## src/rtl/matmul_sched.sv

```systemverilog
// matmul_sched: descriptor FIFO + launcher for the matmul engine (optional cycle counter via MATMUL_SCHED_CYCLES_EN)
module matmul_sched #(
    parameter int DIM_BITS = 16,
    parameter int MEM_AW   = 16,
    parameter int DEPTH    = 4,
    parameter int CNT_BITS = 32
) (
    input  logic                                clk,
    input  logic                                rst_n,
    input  logic                                desc_valid,
    output logic                                desc_ready,
    input  logic [3*MEM_AW+6*DIM_BITS-1:0]      desc_data,
    input  logic                                run,
    output logic [MEM_AW-1:0]                   mm_aBASE,
    output logic [MEM_AW-1:0]                   mm_bBASE,
    output logic [MEM_AW-1:0]                   mm_cBASE,
    output logic [DIM_BITS-1:0]                 mm_aROWS,
    output logic [DIM_BITS-1:0]                 mm_aCOLS,
    output logic [DIM_BITS-1:0]                 mm_bCOLS,
    output logic [DIM_BITS-1:0]                 mm_aSTRIDE,
    output logic [DIM_BITS-1:0]                 mm_bSTRIDE,
    output logic [DIM_BITS-1:0]                 mm_cSTRIDE,
    output logic                                mm_go,
    input  logic [3:0]                          mm_state,
    input  logic                                mm_ret,
    output logic                                busy,
    output logic [$clog2(DEPTH):0]              pending,
    output logic                                done,
    output logic [15:0]                         jobs_done,
    output logic [CNT_BITS-1:0]                 last_cycles
);
    localparam int DW = 3*MEM_AW + 6*DIM_BITS;
    localparam int AW = $clog2(DEPTH);
    localparam int D0 = 3*MEM_AW;
    typedef enum logic {IDLE, RUN} state_t;
    state_t state, state_n;
    logic [DW-1:0] mem [DEPTH];
    logic [DW-1:0] head;
    logic [AW-1:0] wr_ptr, rd_ptr;
    logic [AW:0] count, count_n;
    logic full, push, pop, launch, finish;
    assign full       = count == (AW+1)'(DEPTH);
    assign desc_ready = rst_n && !full;
    assign push       = desc_valid && desc_ready;
    assign pop        = launch;
    assign head       = mem[rd_ptr];
    assign count_n    = count + (AW+1)'(push) - (AW+1)'(pop);
    assign pending    = count;
    // descriptor storage; contents need no reset because occupancy gates every read
    always_ff @(posedge clk) begin
        if (push) mem[wr_ptr] <= desc_data;
    end
    // launch when a job is queued, launches are enabled and the engine sits in its wait-for-go state
    always_comb begin
        launch  = (state == IDLE) && run && (count != '0) && (mm_state == 4'd1);
        finish  = (state == RUN) && mm_ret;
        state_n = launch ? RUN : finish ? IDLE : state;
    end
    // state register
    always_ff @(posedge clk) begin
        if (!rst_n) state <= IDLE;
        else        state <= state_n;
    end
    // FIFO pointers, occupancy and registered status flags
    always_ff @(posedge clk) begin
        if (!rst_n) begin
            wr_ptr <= '0;
            rd_ptr <= '0;
            count  <= '0;
            busy   <= 1'b0;
        end else begin
            if (push) wr_ptr <= wr_ptr + 1'b1;
            if (pop)  rd_ptr <= rd_ptr + 1'b1;
            count <= count_n;
            busy  <= (state_n == RUN) || (count_n != '0);
        end
    end
    // engine configuration is captured from the FIFO head only at launch, so it holds for the whole job
    always_ff @(posedge clk) begin
        if (!rst_n) begin
            mm_aBASE   <= '0;
            mm_bBASE   <= '0;
            mm_cBASE   <= '0;
            mm_aROWS   <= '0;
            mm_aCOLS   <= '0;
            mm_bCOLS   <= '0;
            mm_aSTRIDE <= '0;
            mm_bSTRIDE <= '0;
            mm_cSTRIDE <= '0;
        end else if (launch) begin
            mm_aBASE   <= head[0        +: MEM_AW];
            mm_bBASE   <= head[MEM_AW   +: MEM_AW];
            mm_cBASE   <= head[2*MEM_AW +: MEM_AW];
            mm_aROWS   <= head[D0              +: DIM_BITS];
            mm_aCOLS   <= head[D0 + DIM_BITS   +: DIM_BITS];
            mm_bCOLS   <= head[D0 + 2*DIM_BITS +: DIM_BITS];
            mm_aSTRIDE <= head[D0 + 3*DIM_BITS +: DIM_BITS];
            mm_bSTRIDE <= head[D0 + 4*DIM_BITS +: DIM_BITS];
            mm_cSTRIDE <= head[D0 + 5*DIM_BITS +: DIM_BITS];
        end
    end
    // go pulse, completion pulse and completed-job counter
    always_ff @(posedge clk) begin
        if (!rst_n) begin
            mm_go     <= 1'b0;
            done      <= 1'b0;
            jobs_done <= '0;
        end else begin
            mm_go <= launch;
            done  <= finish;
            if (finish) jobs_done <= jobs_done + 1'b1;
        end
    end
`ifdef MATMUL_SCHED_CYCLES_EN
    logic [CNT_BITS-1:0] cyc;
    // per-job cycle counter: zero in the go cycle, saturating count of RUN cycles, latched on return
    always_ff @(posedge clk) begin
        if (!rst_n) begin
            cyc         <= '0;
            last_cycles <= '0;
        end else begin
            if (launch)                          cyc <= '0;
            else if (state == RUN && cyc != '1) cyc <= cyc + 1'b1;
            if (finish) last_cycles <= cyc;
        end
    end
`else
    assign last_cycles = '0;
`endif
endmodule

```

## config.mk

```make
export PLATFORM = sky130hd
export DESIGN_NAME = matmul_sched
export DESIGN_NICKNAME = d
export VERILOG_FILES = /design/src/rtl/matmul_sched.sv
export SDC_FILE = /design/constraint.sdc
export NUM_CORES = 1
export LEC_CHECK = 0
export BUFFER_PORTS_ARGS = -buffer_cell sky130_fd_sc_hd__clkbuf_2
export CAP_MARGIN = 20
export CORE_MARGIN = 4
export CORE_UTILIZATION = 55
export CTS_CLUSTER_DIAMETER = 60
export DETAILED_ROUTE_END_ITERATION = 7
export PLACE_DENSITY = 0.74
export SLEW_MARGIN = 0
export SYNTH_ARGS = -nofsm -noshare
export SYNTH_HDL_FRONTEND = slang
export SYNTH_SLANG_ARGS = --single-unit
```

## constraint.sdc

```tcl
create_clock -name clk -period 6 [get_ports clk]
set_input_delay 0.3 -clock clk [delete_from_list [all_inputs] [get_ports clk]]
set_output_delay 0.3 -clock clk [all_outputs]
set_load 0.01 [all_outputs]
```

Yosys cells after proc, flatten, opt, wreduce, memory -nomap -nowiden
Memories as Yosys holds them, arrays and structs flattened. A register that Yosys moved wholly into a read port is not among the register bits.
Cells that the tools add are included.
{ "op_classes": {"n_addsub": 5, "n_eq_ne": 2, "n_bitwise": 1, "reduce_logical": 11, "mux": 4} }
{ "op_table": {"columns": ["op", "count"], "rows": [
  ["16-bit by 1-bit adder with 16-bit output (second input constant)", 1],
  ["1-bit logical AND", 6],
  ["3-bit nonzero test", 2],
  ["2-bit by 1-bit adder with 2-bit output (second input constant)", 2],
  ["4-bit by 1-bit equality test with 1-bit output (second input constant)", 1],
  ["1-bit 2-to-1 mux", 4],
  ["3-bit by 1-bit adder with 3-bit output", 1],
  ["3-bit equality test (second input constant)", 1],
  ["3-bit by 1-bit subtractor with 3-bit output", 1],
  ["1-bit zero test", 2],
  ["1-bit logical OR", 1],
  ["1-bit NOT", 1]
]} }
{ "word_totals": {"out_inout_bits": 199, "ram_bits": 576, "register_bits": 27, "in_bits": 153, "wordCells": 32, "n_memories": 1} }
{ "memory_table": {"columns": ["name", "words", "word_bits", "rd", "rd_clocked_by_memory_dff", "write_ports", "line", "rtl"], "rows": [
  ["mem", 4, 144, 1, 1, 1, "37", "logic [DW-1:0] mem [DEPTH];"]
]} }

Longest topological paths before layout
{ "depth": {"ltp_word": 8, "ltp_mapped": 13, "mapped_depth_nobuf": 11} }

Worst setup path after synthesis
OpenSTA, ideal clock, no wires.
{ "synth_timing": {"path_kind": "register to register", "start": "register count[1], in the netlist pending[1]", "end": "memory mem[1][0] (netlist bit), enable pin", "period_less_slack_ps": 4857, "slack_ps": 1143, "setup_ps": 521, "path_buffers": 0, "arrival_time_ps": 4336, "stages_incl_launch_ff": 4, "required_time_ps": 5479, "path_cell_list": "dfxtp_1 nor2_1 a211oi_2 and2_1"} }
{ "synth_between": {"elab_chain_cells": 6} }
{ "synth_lines": {"columns": ["item", "line", "rtl"], "rows": [
  ["from (decl)", "40", "logic [AW:0] count, count_n;"],
  ["from (signal assigned)", "74", "count <= count_n;"],
  ["3-bit equality test", "42", "assign full = count == (AW+1)'(DEPTH);"],
  ["1-bit zero test", "43", "assign desc_ready = rst_n && !full;"],
  ["1-bit logical AND", "43", null],
  ["1-bit logical AND", "44", "assign push = desc_valid && desc_ready;"],
  ["1-bit 2-to-1 mux", "51", "if (push) mem[wr_ptr] <= desc_data;"],
  ["1-bit 2-to-1 mux (implied by the code)", "51", null],
  ["to (decl)", "37", null]
]} }
No other way between the ends.

Final worst setup path
{ "layout_timing": {"start": "register state", "end": "register busy"} }
{ "layout_between": {"elab_chain_cells": 7, "elab_cells_between_ends": 10, "cone_classes": "1 x add/sub; 2 x mux; 1 x bitwise; 6 x reduce/logical"} }
{ "layout_lines": {"columns": ["item", "line", "rtl"], "rows": [
  ["from (decl)", "36", "state_t state, state_n;"],
  ["from (signal assigned)", "62", "else state <= state_n;"],
  ["1-bit NOT", "55", "launch = (state == IDLE) && run && (count != '0) && (mm_state == 4'd1);"],
  ["1-bit logical AND (3 in series)", "55", null],
  ["3-bit by 1-bit subtractor with 3-bit output", "47", "assign count_n = count + (AW+1)'(push) - (AW+1)'(pop);"],
  ["3-bit nonzero test", "75", "busy <= (state_n == RUN) || (count_n != '0);"],
  ["1-bit logical OR *", "75", null],
  ["to (signal assigned)", "75", null],
  ["to (decl)", "26", "output logic busy,"]
]} }
Mark *: on every way between the ends. The rest lies on a longest branch, timed or not.
A chain may end at the register's enable or synchronous reset.

==> results.md <==
* Outcome: completed
* Reg power frac at 53.4%
* CTS tree: yes
* Total CTS buffers at 75
* Vias in the first global route at 15700
* Row count at just over 80
* Yosys top cell area share at roughly 64%
* Worst-path clk slew at 0.06 ns
* Syn-to-layout area delta at 22.2%
* Final setup vio count at 0
* I/O pin cnt at 352
* Synth area leader: edfxtp_1
* Netlist Area Pre-Place at 27100 um2
* Critical Path End: busy
* Synth warn at 0
* Routed len/inst at 21.2 um
* Finished Layout Cells at ~2800
* Largest net degree at the start of global routing at 145
* Crit path max-delay cell type: inv_6
* #FFs+latches synth at 747
* P_sw at 2.18 mW
* Final core occ at around 68%
* HPWL Detailed at 31400 um
* Setup tns final at 0 ns
* Synth Flop Type: edfxtp_1
* Comb pwr share at 4.2%
* Seq/Total Area, Yosys at approximately 76%
* Peak VDD IR at slightly below 0.3 mV
* Worst-skew pair later-pin latency at 0.60 ns
* Placer Congestion at 0.808
* Max-Cap Viols at 0
* Clock Sinks at 747
* Syn avg cell area at 17.5 um2
* # port buffers at between 300 and 400
* Worst EP arrival at 3.55 ns
* Initial antenna violation count at 8
* F_max at 0.324 GHz
* Detailed Route WL at 58200 um
* Root buf cell: clkbuf_16
* RR Endpoint: busy
* Worst Reg2Reg Path Length in Cells at 11
* Slew @ Worst Pin at between 1 and 1.5 ns
* Critical Path RT at approximately 6.5 ns
* Drc violations at 0
* Placed cells at 2462
* Minimum clock period at 3.09 ns
* Count leader, synth: edfxtp_1
* First-pass GRT wire length at 91300 um
* Die footprint at 52900 um2
* Reg-to-reg slack, setup at 2.91 ns
* Max-slew violations at 0
* Hold Vio Cnt, Final at 0
* Netlist cell types at 33
* Switch share at 20.2%
* Routed Antenna Nets at 0
* H-tree depth at 3
* Core Region at 48800 um2
* Post-route clock skew at 0.0234 ns
* Cells after Synth at 1549
* Die X at about 230 um
* Crit path kind: reg2reg
* Final worst path period share at 51.5%
* Initial drt markers at around 1000
* GR Overflow Total at 0
* Initial Util at 55.5%
* Post-synth EDFFs at about 580
* Internal at ~8.6 mW
* Layout cell share with drive strength beyond 1 at 29.1%
* Setup repair bufs after CTS at 0
* P_leak at 11.3 nW
* Worst r2r src: state
* DR pass1 iterations at 5
* Die height at 230 um
* Synth top cells by count: edfxtp_1, nand2_1, dfxtp_1, a21oi_1, mux4_2
* Power per cell area at 326 nW/um2
* RSZ-0062 raised after global routing: false
* Crit path cell chain: nor2b_1 -> o311ai_4 -> inv_6 -> ha_1 -> inv_1 -> ha_1 -> inv_1 -> fa_1 -> xnor2_1 -> xnor2_1 -> o41a_1
* Nets at 2181
* Clock Path Buffers at 3
* CP max stage delay at 0.56 ns
* CP Launch Type: register
* Vias/cell at around 5.5
* Largest cells by area after synthesis: edfxtp_1, dfxtp_1, mux4_2
* CP startpoint: state
* HP Class: in2reg
* CP max FO at 78
* Clk network pwr share at 42.4%
* Crit. End Element: register
* FFs w/ async S/R, synth at 0%
* Relative slew margins at 31.9%
* GRT Util Overall at 22.2%
* DR vias at roughly 15000
-- routing by layer --
layer | vias up | global-route usage, % | share of wire, %
met4 | 4 | 7.98 | 2.7
met2 | 527 | 38.1 | 52
met3 | 96 | 4.30 | 6.3
met1 | 7609 | 28.7 | 39
li1 | 6761 | - | -
met5 | - | 0 | 0.045
-- registers in the layout, indices dropped and copies added, names as in the netlist, 2 cells and up --
register    cells
mm_aCOLS       16
mem           576
mm_cBASE       16
mm_aSTRIDE     16
pending         3
mm_bCOLS       16
rd_ptr          2
mm_bSTRIDE     16
jobs_done      16
mm_aBASE       16
mm_bBASE       16
wr_ptr          2
mm_aROWS       16
mm_cSTRIDE     16
-- timing repair --
action | in CTS | in global routing
hold endpoints to repair | 578 | 0
gates resized for setup | 0 | 0
hold buffers | 145 | 0
endpoints found under the setup margin | 0 | 0
-- power groups by stage --
stage	clock network (mW)	logic (mW)	registers, mW
floorplan	0	0.217	5.89
global placement	0	0.363	5.87
detailed placement	0	0.375	5.88
CTS	4.67	0.459	5.77
global route	4.92	0.494	5.77
finish	4.58	0.454	5.77
-- cell type report --
class | instances | area [um2]
antenna | 6 | 15.0
sequential | 747 | 20700
clock inverter | 29 | 278
fill | 3254 | 15700
timing repair buffer | 478 | 3220
inverter | 14 | 62.6
clock buffer | 108 | 2160
tap | 664 | 831
multi-input combinational | 704 | 5840
-- worst min-delay path by stage --
stage	end	from	depth (start not counted)	slack (ns)
2_1_floorplan	mem[0][0]	desc_data[0]	0	0.40
3_5_place_dp	mm_bSTRIDE[1]	mm_bSTRIDE[1]	2	0.45
4_1_cts	jobs_done[1]	mm_ret	3	0.01
6_report	jobs_done[1]	mm_ret	3	0.06
3_3_place_gp	mm_aROWS[10]	mm_aROWS[10]	2	0.44
5_1_grt	jobs_done[1]	mm_ret	3	0.04
-- stage by stage --
step / hold slack [ns] / cell area (um2) / power [mW] / worst slack, ns
detailed placement: 0.446 / 29200 / 6.25 / 2.72
global route: 0.0412 / 33100 / 11.2 / 2.68
global placement: 0.441 / 29200 / 6.23 / 2.77
CTS: 0.0100 / 33100 / 10.9 / 2.86
floorplan: 0.399 / 27200 / 6.10 / 1.14
finish: 0.0577 / 33100 / 10.8 / 2.91
-- critical path: cells and delay by family (launching register included) --
kind	cells	cell delay [ns]
compound gates	2	0.50
xor+xnor	2	0.28
fa+ha+maj	3	0.89
buf+inv	3	0.66
flops	1	0.37
simple gates	1	0.25
-- cells in the final DEF, fill, tap and decap left out, types with 4 or more instances in the layout --
cell type	instances
a21oi_1	150
and2_4	4
buf_12	5
buf_4	9
bufinv_16	4
clkbuf_1	19
clkbuf_16	77
clkbuf_2	319
clkbuf_8	12
clkinv_2	14
conb_1	32
dfxtp_1	169
diode_2	6
dlygate4sd3_1	145
edfxtp_1	576
ha_1	7
inv_1	12
inv_6	6
mux4_2	144
nand2_1	295
nand3_1	4
nand4_1	4
nor2_1	18
nor4_1	5
o21ai_0	4
or3_1	5
xnor2_1	12
xor2_1	4
-- kinds of logic (layout without fill, tap and decap cells) --
kind of cell,after synthesis,after routing,share of synthesized area [%]
simple gates,345,345,5.11
mux,144,144,12.0
buf+inv,129,629,2.52
fa+ha+maj,8,8,0.397
flops,747,747,76.4
other cells,1,38,0.0138
xor+xnor,16,16,0.517
compound gates,159,159,3.04
Note: power is estimated with default switching activity, not from simulation.
